## src/rtl/scan_shift_ctl_if.sv

```systemverilog
// Host and scan-chain signal bundle for scan_shift_ctl.
// master = test host/chain side, slave = sequencer side.
interface scan_shift_ctl_if #(
  parameter int CHAIN_LEN = 64
);
  logic                 start;
  logic                 cap_en;
  logic [CHAIN_LEN-1:0] pat;
  logic [CHAIN_LEN-1:0] exp;
  logic [CHAIN_LEN-1:0] mask;
  logic                 scan_out0;
  logic                 scan_en;
  logic                 scan_in0;
  logic [CHAIN_LEN-1:0] resp;
  logic                 busy;
  logic                 done;
  logic                 mismatch;

  modport master (
    output start, cap_en, pat, exp, mask, scan_out0,
    input  scan_en, scan_in0, resp, busy, done, mismatch
  );

  modport slave (
    input  start, cap_en, pat, exp, mask, scan_out0,
    output scan_en, scan_in0, resp, busy, done, mismatch
  );
endinterface

```

## src/rtl/scan_shift_ctl.sv

```systemverilog
// Scan load/capture/unload sequencer for one chain segment.
// Ports: clk, reset (sync, active-high), bus (slave modport).
module scan_shift_ctl #(
  parameter int CHAIN_LEN = 64,
  parameter int CNT_W     = 8
) (
  input logic          clk,
  input logic          reset,
  scan_shift_ctl_if.slave bus
);

  localparam logic [2:0] S_IDLE   = 3'd0;
  localparam logic [2:0] S_SHIFT  = 3'd1;
  localparam logic [2:0] S_CAP    = 3'd2;
  localparam logic [2:0] S_UNLOAD = 3'd3;
  localparam logic [2:0] S_DONE   = 3'd4;

  localparam logic [CNT_W-1:0] LAST =
    CNT_W'(CHAIN_LEN - 1);

  logic [2:0]           state;
  logic [2:0]           state_n;
  logic [CNT_W-1:0]     cnt;
  logic                 last;
  logic                 cap_q;
  logic [CHAIN_LEN-1:0] sh_q;
  logic [CHAIN_LEN-1:0] resp_q;
  logic [CHAIN_LEN-1:0] exp_q;
  logic [CHAIN_LEN-1:0] mask_q;
  logic                 scan_en_q;
  logic                 busy_q;
  logic                 done_q;

  assign last = (cnt == LAST);

  always_comb begin
    state_n = state;
    unique case (state)
      S_IDLE:   if (bus.start) state_n = S_SHIFT;
      S_SHIFT:  if (last)
                  state_n = cap_q ? S_CAP : S_UNLOAD;
      S_CAP:    state_n = S_UNLOAD;
      S_UNLOAD: if (last) state_n = S_DONE;
      S_DONE:   state_n = S_IDLE;
      default:  state_n = S_IDLE;
    endcase
  end

  // Outputs are registered from the next state so
  // they line up with the state they describe.
  // sh_q empties itself while shifting, so its LSB
  // is also the idle/capture/unload zero on scan_in0.
  always_ff @(posedge clk) begin
    if (reset) begin
      state     <= S_IDLE;
      cnt       <= '0;
      cap_q     <= 1'b0;
      sh_q      <= '0;
      resp_q    <= '0;
      exp_q     <= '0;
      mask_q    <= '0;
      scan_en_q <= 1'b0;
      busy_q    <= 1'b0;
      done_q    <= 1'b0;
    end else begin
      state     <= state_n;
      scan_en_q <= (state_n == S_SHIFT) ||
                   (state_n == S_UNLOAD);
      busy_q    <= (state_n == S_SHIFT) ||
                   (state_n == S_CAP)   ||
                   (state_n == S_UNLOAD);
      done_q    <= (state_n == S_DONE);

      if (state_n != state || state == S_IDLE)
        cnt <= '0;
      else
        cnt <= cnt + CNT_W'(1);

      if (state == S_IDLE && bus.start) begin
        sh_q   <= bus.pat;
        cap_q  <= bus.cap_en;
        exp_q  <= bus.exp;
        mask_q <= bus.mask;
        resp_q <= '0;
      end else if (state == S_SHIFT) begin
        sh_q <= sh_q >> 1;
      end

      // Tail bit enters at the top; after the last
      // unload cycle the first bit read sits at bit 0.
      if (state == S_UNLOAD)
        resp_q <= {bus.scan_out0,
                   resp_q[CHAIN_LEN-1:1]};
    end
  end

  assign bus.scan_en  = scan_en_q;
  assign bus.scan_in0 = sh_q[0];
  assign bus.busy     = busy_q;
  assign bus.done     = done_q;
  assign bus.resp     = resp_q;
  assign bus.mismatch =
    |((resp_q ^ exp_q) & mask_q);

endmodule

```

## src/flat_wrapper.sv

```systemverilog
// flat-port wrapper written by rule: the top's interface ports become plain ports
module scan_shift_ctl_flat 
#(
  parameter int CHAIN_LEN = 64,
  parameter int CNT_W     = 8
)
  (clk, reset, bus_start, bus_cap_en, bus_pat, bus_exp, bus_mask, bus_scan_out0, bus_scan_en, bus_scan_in0, bus_resp, bus_busy, bus_done, bus_mismatch);
  scan_shift_ctl_if #(.CHAIN_LEN(CHAIN_LEN)) bus_i ();
  input logic clk;
  input logic reset;
  input wire logic [$bits(bus_i.start)-1:0] bus_start;
  input wire logic [$bits(bus_i.cap_en)-1:0] bus_cap_en;
  input wire logic [$bits(bus_i.pat)-1:0] bus_pat;
  input wire logic [$bits(bus_i.exp)-1:0] bus_exp;
  input wire logic [$bits(bus_i.mask)-1:0] bus_mask;
  input wire logic [$bits(bus_i.scan_out0)-1:0] bus_scan_out0;
  output wire logic [$bits(bus_i.scan_en)-1:0] bus_scan_en;
  output wire logic [$bits(bus_i.scan_in0)-1:0] bus_scan_in0;
  output wire logic [$bits(bus_i.resp)-1:0] bus_resp;
  output wire logic [$bits(bus_i.busy)-1:0] bus_busy;
  output wire logic [$bits(bus_i.done)-1:0] bus_done;
  output wire logic [$bits(bus_i.mismatch)-1:0] bus_mismatch;
  assign bus_i.start = bus_start;
  assign bus_i.cap_en = bus_cap_en;
  assign bus_i.pat = bus_pat;
  assign bus_i.exp = bus_exp;
  assign bus_i.mask = bus_mask;
  assign bus_i.scan_out0 = bus_scan_out0;
  assign bus_scan_en = bus_i.scan_en;
  assign bus_scan_in0 = bus_i.scan_in0;
  assign bus_resp = bus_i.resp;
  assign bus_busy = bus_i.busy;
  assign bus_done = bus_i.done;
  assign bus_mismatch = bus_i.mismatch;
  scan_shift_ctl #(.CHAIN_LEN(CHAIN_LEN), .CNT_W(CNT_W)) u_core (.clk(clk), .reset(reset), .bus(bus_i));
endmodule
```

## config.mk

```make
export PLATFORM = sky130hd
export DESIGN_NAME = scan_shift_ctl_flat
export DESIGN_NICKNAME = d
export VERILOG_FILES = /design/src/rtl/scan_shift_ctl_if.sv /design/src/rtl/scan_shift_ctl.sv /design/src/flat_wrapper.sv
export SDC_FILE = /design/constraint.sdc
export NUM_CORES = 1
export LEC_CHECK = 0
export BUFFER_PORTS_ARGS = -buffer_cell sky130_fd_sc_hd__buf_2
export CAP_MARGIN = 20
export CORE_UTILIZATION = 54
export DETAILED_ROUTE_END_ITERATION = 16
export GPL_ROUTABILITY_DRIVEN = 0
export PLACE_DENSITY_LB_ADDON = 0.2
export REMOVE_ABC_BUFFERS = 1
export SYNTH_ARGS = -nofsm -noshare
export SYNTH_HDL_FRONTEND = slang
export SYNTH_SLANG_ARGS = --single-unit
```

## constraint.sdc

```tcl
create_clock -name clk -period 1.8 [get_ports clk]
set_input_delay 0.18 -clock clk [delete_from_list [all_inputs] [get_ports clk]]
set_output_delay 0.18 -clock clk [all_outputs]
set_load 0.02 [all_outputs]
```

---- Yosys cells after proc, flatten, opt, wreduce, memory -nomap -nowiden ----
Index checks and enable logic that the tools add are counted.
storage, ports and cells
  flip-flop bits (word level) ............. 271
  word-level logic and storage cells ...... 41
operators by class
  add/subtract/negate cells ............... 1
  equality and inequality tests ........... 9
  mux-type cells .......................... 9
  bitwise operators ....................... 2
  reductions and logical operators ........ 10
operator list
  cell                                                  count
  2-to-1 mux 64 bit                                     4
  AND 64 bit                                            1
  OR reduction 64 bit                                   1
  bitwise XOR 64 bit                                    1
  equality test 3 x 2 -> 1 bit (second input constant)  4
  case mux 3 bit (4 select lines)                       1
  2-to-1 mux 3 bit                                      3
  adder 8 x 1 -> 8 bit (second input constant)          1
  equality test 8 x 6 -> 1 bit (second input constant)  1
  equality test 3 x 1 -> 1 bit (second input constant)  2
  logical OR 1 bit                                      4
  nonzero test 2 bit                                    2
  equality test 3 bit (second input constant)           1
  logical NOT 3 bit                                     1
  != test 3 bit                                         1
  OR reduction 2 bit                                    1
  logical AND 1 bit                                     1
  2-to-1 mux 1 bit                                      1

---- Depth between registers and ports, before layout ----
Gate-level depths: netlist of the first run.
  word-level depth ........................ 6
  mapped depth ............................ 7

---- Worst setup path after synthesis of the first run ----
OpenSTA, ideal clock, no wires.
  path type ............................... register -> register
  from .................................... reg u_core.state[1]
  to ...................................... reg u_core.sh_q[55]
  arrival time ............................ 1.396 ns
  data required time ...................... 1.654 ns
  setup slack ............................. 0.258 ns
  cell stages (with the launch flop) ...... 7
  buffers on the path ..................... 3
  clock period less this slack ............ 1.542 ns
  cells stage by stage .................... dfxtp_1 -> buf_6 -> or4b_4 -> buf_6 -> buf_6 -> nor2_1 -> a211oi_2
between the ends
  cells in the longest elaborated chain, start to end .. 3
  elaborated cells on any way between the ends .. 5
RTL lines
  element                                                  RTL line              text
  start: declaration                                       scan_shift_ctl.sv:21  logic [2:0] state;
  start signal: assignment                                 scan_shift_ctl.sv:66  state <= state_n;
  logical NOT 3 bit                                        scan_shift_ctl.sv:79  if (state == S_IDLE && bus.start) begin
  logical AND 1 bit                                        scan_shift_ctl.sv:79
  2-to-1 mux 64 bit or nonzero test 2 bit (tied branches)  --
  end signal: assignment                                   scan_shift_ctl.sv:80  sh_q <= bus.pat;
  end signal: assignment                                   scan_shift_ctl.sv:86  sh_q <= sh_q >> 1;
  end: declaration                                         scan_shift_ctl.sv:26  logic [CHAIN_LEN-1:0] sh_q;
Several ways; a longest one is shown, not always the timed one.
A chain may end at the register's enable or synchronous reset.

---- Worst setup path after layout of the first run ----
  from .................................... reg u_core.resp_q[0], in the netlist u_core.bus.resp[0]
  to ...................................... out bus_mismatch
between the ends
  cells in the longest elaborated chain, start to end .. 3
RTL lines
  element                   RTL line               text
  start: declaration        scan_shift_ctl.sv:27   logic [CHAIN_LEN-1:0] resp_q;
  start signal: assignment  scan_shift_ctl.sv:92   resp_q <= {bus.scan_out0,
  bitwise XOR 64 bit        scan_shift_ctl.sv:103  |((resp_q ^ exp_q) & mask_q);
  AND 64 bit                scan_shift_ctl.sv:103
  OR reduction 64 bit       scan_shift_ctl.sv:103
  end: declaration          flat_wrapper.sv:22     output wire logic [$bits(bus_i.mismatch)-1:0] bus_mismatch;
Every way passes these cells.

==> metrics.txt, run 1 <==
design area 15900 sq um; EDFF count, synth 0; worst setup margin -0.397 ns; Fin. Hold Viols 0; Async SR Flop Fraction 0%; Cell Area, Synth 11100 sq um; IO Count ~270; DIE HEIGHT 146 um; DRC Markers 0; Tmin final between 2 and 2.5 ns; Critical Path Stages 6; total power 0.0139 W; Synth Flop Type dfxtp_1; Tightest Pin Transition 0.427 ns; routed len/inst 17.9 um; highest clock rate 455 MHz; top-count cell post-synth dfxtp_1; sequential share of the synthesized area about half; initial antenna violation count 2; Synth area leaders dfxtp_1, nand2_1, a211oi_2, a22oi_1, a21oi_1; failing checks setup timing; placed cell area 13000 sq um; Syn Area/Cell just over 9 sq um; WHS roughly 0.028 ns; critical path buffer and inverter count 1; WL final roughly 36000 um; initial core utilization 55.1%; post-synthesis cell type count 29; outcome finished with violations; critical path class reg -> out; Crit-path slowest cell nor4_2; max_slew headroom 71.5%; cells along the critical path xor2_1, a22oi_1, nand4_1, nor4_2, nand2_1, buf_6; crit path launch type register; core box area 20200 sq um; final net count 1889; first-pass GRT wire length 55300 um; Clk Latency, worst-skew pair 0.52 ns; clk buf depth 3; unrepaired setup endpoints after global routing yes; Vias/cell 5.45; Max Cap Viol 0; Root Buffer Master clkbuf_16; Tot GR Track Use between 30% and 40%; Yosys top cell area share between 40% and 50%; Worst R2R Path Depth 6; GR Overflow Total 0; CTS Sinks 271; fin. max-slew vios 0; Worst path max stage delay 0.36 ns; Die X 146 um; Area growth syn-to-layout 42.7%; synthesized flop and latch total 271; CP top delay family simple AND/OR/NAND/NOR gates; Std-Cell Rows 52; CP endpoint kind output pin; Mapped Cells 1221; total number of vias roughly 11000; fin crit share 122%; Clock Skew 0.0110 ns; Worst EP required 1.62 ns; clock slew at reported path FFs 0.06 ns; Arr. time, crit path roughly 2 ns; Max H-tree Level 1; setup TNS -0.397 ns; Util after Layout between 70% and 80%; Hold Crit Depth 2; VDD IR-drop max 0.728 mV; cts bufs inserted 27; vias in the first global route 10900; dpl hpwl ~20000 um; crit-path max FO 3; Ys Warns 0; DR pass1 iterations 5; CTS tree yes; count of routing violations after the opening detailed-route iteration 640; P_leak approximately 7 nW; Routed Antenna Nets 0; power density cells 876 nW/um^2; buffers added on ports 265; largest net degree at the start of global routing 77; die area between 20000 and 25000 sq um; worst hold path type in -> reg; cell taking the most area after synthesis dfxtp_1; Synth top cells by count dfxtp_1, nand2_1, nor2_1; setup violators final 1; share of cells above drive strength 1 27.2%
[stage by stage]
step / worst slack [ns] / std cells
finish: -0.397 / 1981
global route: -0.495 / 1980
CTS: -0.389 / 1977
detailed placement: 0.0687 / 1738
global placement: 0.108 / 1738
floorplan: -3.59 / 1129
[routing by layer]
metal  global-route usage (%)  vias to the layer above  share of wire (%)
li1                         -                     5123                  -
met1                     38.7                     5083                 40
met2                     57.7                      473                 50
met3                     4.98                      111                6.2
met4                     12.6                        0                4.1
met5                        0                        -                  0
[kinds of logic after synthesis]
group / synth area share [%]
AO/OA/AOI/OAI: 19.6
XOR/XNOR: 5.58
adder cells (fa/ha/maj): 0.112
buffers and inverters: 5.03
flip-flops: 48.7
multiplexers: 5.66
AND/OR/NAND/NOR: 15.4
[path summary, 6_finish.rpt]
check                                        start                  end  slack [ns]
worst max-delay path            u_core.bus.resp[0]         bus_mismatch       -0.40
worst min-delay path                         reset  u_core.bus.resp[23]        0.03
worst max register to register     u_core.state[0]      u_core.sh_q[59]        0.03
worst min register to register   u_core.mask_q[55]    u_core.mask_q[55]        0.45
[sequential cells by signal, summed over array words and instances (netlist names)]
signal and count:
u_core.mask_q 64, u_core.sh_q 64, u_core.bus.scan_en 1, u_core.state 3, u_core.bus.resp 64, u_core.exp_q 64
u_core.cap_q 1, u_core.cnt 8, u_core.bus.done 1, u_core.bus.busy 1
[where the power goes]
group	total [W]	internal, W	switching [W]
logic	0.00187	0.000927	0.000941
clock network	0.00557	0.00329	0.00228
registers	0.00649	0.00630	0.000191
[layout by cell type, fill, tap and decap left out, drive strengths merged, types with 2 or more instances in the layout]
| cell | synthesis | routed |
|---|---|---|
| a211oi | 63 | 63 |
| a21oi | 132 | 132 |
| a22oi | 97 | 97 |
| buf | 53 | 340 |
| clkbuf | 39 | 42 |
| clkinv | 0 | 4 |
| dfxtp | 271 | 271 |
| diode | 0 | 2 |
| dlygate4sd3 | 0 | 193 |
| inv | 2 | 2 |
| mux2i | 63 | 63 |
| nand2 | 262 | 262 |
| nand3 | 4 | 4 |
| nand4 | 8 | 8 |
| nor2 | 144 | 144 |
| nor3 | 2 | 2 |
| nor4 | 3 | 3 |
| or3 | 2 | 2 |
| xnor2 | 4 | 4 |
| xor2 | 67 | 67 |
[timing repair]
| item | CTS | global route |
|---|---|---|
| hold endpoints to repair | 192 | 1 |
| pin swaps | 9 | 5 |
| setup buffers | 0 | 1 |
| gates resized for setup | 11 | 4 |
| endpoints found under the setup margin | 1 | 7 |
| cloned | 0 | 0 |
| hold buffers | 192 | 1 |
[layout make-up]
cell class / instances / area (sq um)
clock inverters: 5 / 50.0
fillers: 1299 / 4330
repair buffers: 533 / 4030
clock buffers: 42 / 832
diodes: 2 / 5.00
flip-flops and latches: 271 / 5430
well taps: 270 / 338
inverters: 2 / 7.51
multi-input cells: 856 / 5220
Power figures use the tool's default switching activity.
==> run 2, diff against run 1 <==
--- a/config.mk
+++ b/config.mk
@@ -11,7 +11,6 @@
 export DETAILED_ROUTE_END_ITERATION = 16
 export GPL_ROUTABILITY_DRIVEN = 0
 export PLACE_DENSITY_LB_ADDON = 0.2
-export REMOVE_ABC_BUFFERS = 1
 export SYNTH_ARGS = -nofsm -noshare
 export SYNTH_HDL_FRONTEND = slang
 export SYNTH_SLANG_ARGS = --single-unit
==> run 2 against run 1 <==
  * Combinational power hardly changed
  * Fmax down 1.2%
  * Highest routed layer is now met5
  * Sequential cell count unchanged
  * Sequential share of layout area increased by 0.32 points
  * Critical path type unchanged
  * Largest cell class unchanged
  * Wire length increased by 2.4%
  * Total power is 1.2% lower
  * Count of clock-buffer cells in the layout decreased by 5
  * The flow finishes with violations (hold timing, setup timing)
  * Largest power group unchanged
  * Non-clock buffer count down 16
==> metrics.txt, run 2 (synthesis results as in run 1) <==
worst hold path type in -> reg; die area 21200 sq um (unchanged); DIE HEIGHT 146 um (unchanged); outcome finished with violations; largest net degree at the start of global routing 130 (+69%); most common cell after layout, fill and taps aside dfxtp_1; Util after Layout 78.0% (-0.61 points); Fillers 1268 (-2.4%); WL final 36400 um (+2.4%); combinational power share 13.6% (+0.2 points); WHS -0.00157 ns (-0.0294 ns); Std-Cell Rows 52 (unchanged); most frequent cells in the layout dfxtp_1, buf_2, nand2_1, dlygate4sd3_1, nor2_1; uppermost layer routed met5; count of routing violations after the opening detailed-route iteration 752 (+18%); worst setup path end bus_mismatch; Max Cap Viol 0 (unchanged); power density cells 871 nW/um^2 (-0.47%); DRC Markers 0 (unchanged); FF-to-FF setup slack -0.13 ns (-0.16 ns); Arr. time, crit path 2.04 ns (+0.02 ns); failing checks hold timing, setup timing; met3 WL 2350 um (+6.2%); Root Buffer Master clkbuf_16; Tightest Pin Transition 0.703 ns (+0.275 ns); crit-path max FO 2 (-1); buffers added on ports 265 (unchanged); CTS Sinks 271 (unchanged); vias in the first global route 10800 (-0.97%); switching share of total power 24.9% (+0.43 points); clk buf depth 3 (unchanged); clock slew at reported path FFs 0.06 ns (about the same); crit path launch type register; initial core utilization 55.1% (unchanged); critical path class reg -> out; Worst R2R Start u_core.state[0]; fin. max-slew vios 0 (unchanged); Fin. Hold Viols 1 (+1); GR Overflow Total 0 (unchanged); Tmin final 2.22 ns (+0.0278 ns); Sw Pwr 0.00342 W (+0.50%); routed len/inst 18.5 um (+3.2%); final net count 1873 (-0.85%); pre-CTS setup slack -0.0544 ns (-0.123 ns); met2 WL 18300 um (+2.7%); Metal-1 WL 14000 um (-0.33%); CTS tree yes; Routed Antenna Nets 0 (unchanged); Tot GR Track Use 32.7% (+0.51 points); Die X 146 um (unchanged); highest clock rate 450 MHz (-1.2%); Clock Skew 0.00674 ns (-0.00425 ns); total number of vias 10800 (-0.20%); VDD IR-drop max 0.650 mV (-11%); DR pass1 iterations 5 (unchanged); Placed Instances 1719 (-1.1%); cts bufs inserted 27 (unchanged); r2r endpoint u_core.exp_q[19]; clock share of power 39.1% (-0.9 points); fin crit share 124% (+1.5 points); Critical Path Start u_core.bus.resp[15]; syn nets ~1400; Clk Latency, worst-skew pair 0.52 ns (about the same); unrepaired setup endpoints after global routing yes; Area growth syn-to-layout 41.6%; Int Power 0.0103 W (-1.8%); Worst R2R Path Depth 4 (-2); IO Count 266 (unchanged); min-delay src bus_pat[24]; share of cells above drive strength 1 27.2% (+0.036 points); P_leak 6.86 nW (-1.8%); non-filler cells in the finished layout 1965 (-0.81%); setup violators final 76 (+75); setup TNS -5.36 ns (-4.96 ns); first-pass GRT wire length 55500 um (+0.31%); worst setup margin -0.425 ns (-0.0278 ns); CP endpoint kind output pin; Max H-tree Level 1 (unchanged); design area 15800 sq um (-0.78%); max_slew headroom 53.2% (-18 points); Worst EP required 1.62 ns (about the same); dpl hpwl 20100 um (+0.55%); Sequential Power Share 47.3% (+0.7 points); placed cell area 12800 sq um (-1.7%); Vias/cell 5.48 (+0.61%); core box area 20200 sq um (unchanged); initial antenna violation count 4 (+2)
[run 2: changes by cell type in the layout (fill, tap and decap cells not counted), sizes merged]
cell and delta:
diode +1, dlygate4sd3 -2, clkinv +3, bufinv +1
clkbuf -4, buf -15
[run 2: routing by layer]
layer / vias up / global-route usage (%)
met2: 506 / 57.7
met4: 2 / 17.2
met3: 114 / 5.30
met5: - / 0
li1: 5068 / -
met1: 5078 / 38.3
[run 2: what timing repair did]
item	in CTS	in global routing
buffers inserted	5	0
hold endpoints to repair	191	0
gates cloned	0	1
hold buffers	191	0
pin swaps	17	0
setup endpoints to repair	2	4
resized for setup	31	3
[run 2: worst min path at each step]
stage / endpoint / slack, ns / cells after the start
2_1_floorplan: u_core.cap_q / 0.32 / 2
3_3_place_gp: u_core.exp_q[48] / 0.42 / 3
3_5_place_dp: u_core.exp_q[41] / 0.43 / 3
4_1_cts: u_core.sh_q[19] / 0.009 / 3
5_1_grt: u_core.sh_q[24] / 0.002 / 3
6_report: u_core.sh_q[24] / -0.002 / 3
[run 2: stage by stage]
step                hold slack (ns)  power [W]
floorplan                     0.316    0.00755
global placement              0.423    0.00798
detailed placement            0.426    0.00802
CTS                         0.00886     0.0137
global route                0.00202     0.0142
finish                     -0.00157     0.0138
[run 2: power by group through the flow]
| stage | registers [W] | logic, W | clock network, W |
|---|---|---|---|
| final | 0.00651 | 0.00187 | 0.00537 |
| after global routing | 0.00653 | 0.00200 | 0.00570 |
| after CTS | 0.00648 | 0.00178 | 0.00543 |
| after floorplan | 0.00657 | 0.000986 | 0 |
| after global placement | 0.00659 | 0.00139 | 0 |
| after detailed placement | 0.00661 | 0.00142 | 0 |
[run 2: cell type report]
type,count,area [sq um],area share (%)
Tap cell,270,338,2.14
Multi-Input combinational cell,856,5310,33.7
Timing Repair Buffer,517,3850,24.4
Clock buffer,37,733,4.65
Antenna cell,3,7.51,0.0476
Clock inverter,9,95.1,0.603
Sequential cell,271,5440,34.5
Inverter,2,7.51,0.0476
[run 2: critical path: stages, from the launching register on]
cell and delay [ns]:
dfxtp_1 0.34, xor2_1 0.19, a22oi_2 0.31, nand4_1 0.13, nor4_1 0.24, nand2_1 0.15
buf_6 0.16
==> run 3, diff against run 2 <==
--- a/config.mk
+++ b/config.mk
@@ -7,7 +7,8 @@
 export LEC_CHECK = 0
 export BUFFER_PORTS_ARGS = -buffer_cell sky130_fd_sc_hd__buf_2
 export CAP_MARGIN = 20
-export CORE_UTILIZATION = 54
+export CORE_UTILIZATION = 56
+export CTS_BUF_LIST = sky130_fd_sc_hd__clkbuf_8
 export DETAILED_ROUTE_END_ITERATION = 16
 export GPL_ROUTABILITY_DRIVEN = 0
 export PLACE_DENSITY_LB_ADDON = 0.2
==> run 3 against run 2 <==
  * The flow finishes with violations (setup timing)
  * Count of clock-buffer cells in the layout up 18
  * Total power down 1.5%
  * Utilization up 3.7 points
  * Non-clock buffer count up 3
  * Wire length up 2.6%
  * Sequential cell count unchanged
  * Die area down 3.5%
  * Setup slack worse by 0.039 ns
  * Sequential share of layout area down 0.31 points
  * Register-to-register slack better by 0.13 ns
  * Largest cell class unchanged
==> metrics.txt, run 3 (synthesis results as in run 1) <==
IO Count 266 (unchanged); crit path launch type register; crit-path max FO 4 (+2); setup violators final 2 (-97%); final net count 1895 (+1.2%); routed len/inst 18.7 um (+1.2%); Area growth syn-to-layout 42.7%; FF/Latch Area 5430 sq um (-0.12%); most frequent cells in the layout dfxtp_1, buf_2, nand2_1, dlygate4sd3_1, nor2_1; Max Cap Viol 0 (unchanged); fin. max-slew vios 0 (unchanged); GR Overflow Total 0 (unchanged); Worst R2R Path Depth 6 (+2); outcome finished with violations; area of the multi-input gates 5270 sq um (-0.85%); total number of vias 11100 (+3.3%); highest clock rate 442 MHz (-1.7%); DR pass1 iterations 5 (unchanged); count of routing violations after the opening detailed-route iteration 746 (-0.80%); Worst path max stage delay 0.34 ns (about the same); most common cell after layout, fill and taps aside dfxtp_1; Fin. Hold Viols 0 (-1); Clock Skew 0.0178 ns (+0.0110 ns); share of cells above drive strength 1 27.6% (+0.38 points); WL final 37300 um (+2.6%); initial core utilization 57.3% (+2.2 points); max_slew headroom 63.6% (+10 points); worst hold path type in -> reg; power density cells 851 nW/um^2 (-2.3%); Crit-path slowest cell dfxtp_2; unrepaired setup endpoints after global routing yes; P_leak 7.01 nW (+2.2%); DIE HEIGHT 143 um (-1.8%); dpl hpwl 19500 um (-3.0%); WHS 0.0737 ns (+0.0753 ns); Worst EP required 1.62 ns (about the same); cells along the critical path xor2_1, a22oi_2, nand4_1, nor4_2, nand2_1, buf_6; die area 20500 sq um (-3.5%); Max H-tree Level 2 (+1); r2r endpoint u_core.sh_q[40]; min-delay src reset; clk buf depth 3 (unchanged); CTS tree yes; buffers added on ports 265 (unchanged); critical path class reg -> out; Root Buffer Master clkbuf_8; CTS Sinks 271 (unchanged); FF-to-FF setup slack 0 ns (+0.13 ns); DRC Markers 0 (unchanged); vias in the first global route 10900 (+1.2%); Routed Antenna Nets 0 (unchanged); hold endpoint u_core.bus.resp[23]; Hold Crit Depth 2 (-1); Tightest Pin Transition 0.544 ns (-0.159 ns); CP endpoint kind output pin; setup TNS -0.465 ns (+4.89 ns); Util after Layout 81.7% (+3.7 points); largest net degree at the start of global routing 84 (-35%); Tot GR Track Use 34.6% (+1.9 points); Vias/cell 5.58 (+1.9%); design area 15900 sq um (+0.79%); VDD IR-drop max 0.580 mV (-11%); first-pass GRT wire length 54900 um (-1.1%); Clk Latency, worst-skew pair 0.56 ns (+0.04 ns); worst setup margin -0.464 ns (-0.0392 ns); fin crit share 126% (+2.2 points); placed cell area 12800 sq um (about the same); failing checks setup timing; Tmin final 2.26 ns (+0.0392 ns); Die X 143 um (-1.8%); Arr. time, crit path 2.08 ns (+0.04 ns); initial antenna violation count 1 (-3); Worst R2R Start u_core.state[0]; clock slew at reported path FFs 0.07 ns (about the same); Std-Cell Rows 51 (-1.9%); syn nets 1419 (unchanged); core box area 19500 sq um (-3.8%); Fillers 1119 (-12%); cts bufs inserted 45 (+67%)
==> run 3: where the power goes <==
| group | leakage (nW) | total, W | switching, W | internal [W] |
|---|---|---|---|---|
| clock | 0.506 | 0.00508 | 0.00235 | 0.00273 |
| combinational | 4.28 | 0.00197 | 0.00100 | 0.000966 |
| sequential | 2.22 | 0.00650 | 0.000187 | 0.00631 |
==> run 3: worst max path at each step <==
stage	slack [ns]	cells after the start	end	startpoint
3_5_place_dp	-0.09	6	u_core.bus.resp[52]	u_core.state[2]
2_1_floorplan	0.26	6	u_core.sh_q[55]	u_core.state[1]
6_report	-0.46	6	bus_mismatch	u_core.bus.resp[8]
4_1_cts	-0.49	6	bus_mismatch	u_core.bus.resp[8]
5_1_grt	-0.53	6	bus_mismatch	u_core.bus.resp[42]
3_3_place_gp	-0.0009	6	u_core.bus.resp[55]	u_core.state[2]
==> run 3: area by class of cell <==
type,instances,area share [%]
antenna,1,0.0157
clock buffer,55,4.76
clock inverter,22,0.551
inverter,2,0.0472
multi-input combinational,857,33.1
sequential,271,34.1
tap,265,2.08
timing repair buffer,520,25.3
==> run 3: worst max-delay path: cells and delay by family (launching register included) <==
family          cells  cell delay (ns)
compound gates      1             0.25
flops               1             0.34
buf+inv             1             0.15
simple gates        3             0.59
xor+xnor            1             0.18
==> run 3: per-stage QoR <==
step / setup slack (ns) / power [W] / instances
floorplan: 0.258 / 0.00755 / 1221
global placement: -0.000944 / 0.00798 / 1709
detailed placement: -0.0920 / 0.00803 / 1709
CTS: -0.493 / 0.0134 / 1983
global route: -0.533 / 0.0140 / 1993
finish: -0.464 / 0.0135 / 1993
==> run 3: routing by layer <==
| metal | up-vias | GRT usage [%] | wire, um |
|---|---|---|---|
| li1 | 5145 | - | - |
| met1 | 5211 | 39.4 | 14100 |
| met2 | 610 | 60.0 | 18500 |
| met3 | 158 | 7.95 | 3000 |
| met4 | 0 | 18.6 | 1760 |
| met5 | - | 0 | 0 |
==> run 3: what timing repair did <==
item                                   4_1_cts  5_1_grt
pin swaps                                    7        7
setup endpoints to repair                   35      154
cloned                                       2        4
gates resized for setup                     15       15
buffers inserted                             1        5
hold buffers                               194        0
endpoints found under the hold margin      194        0
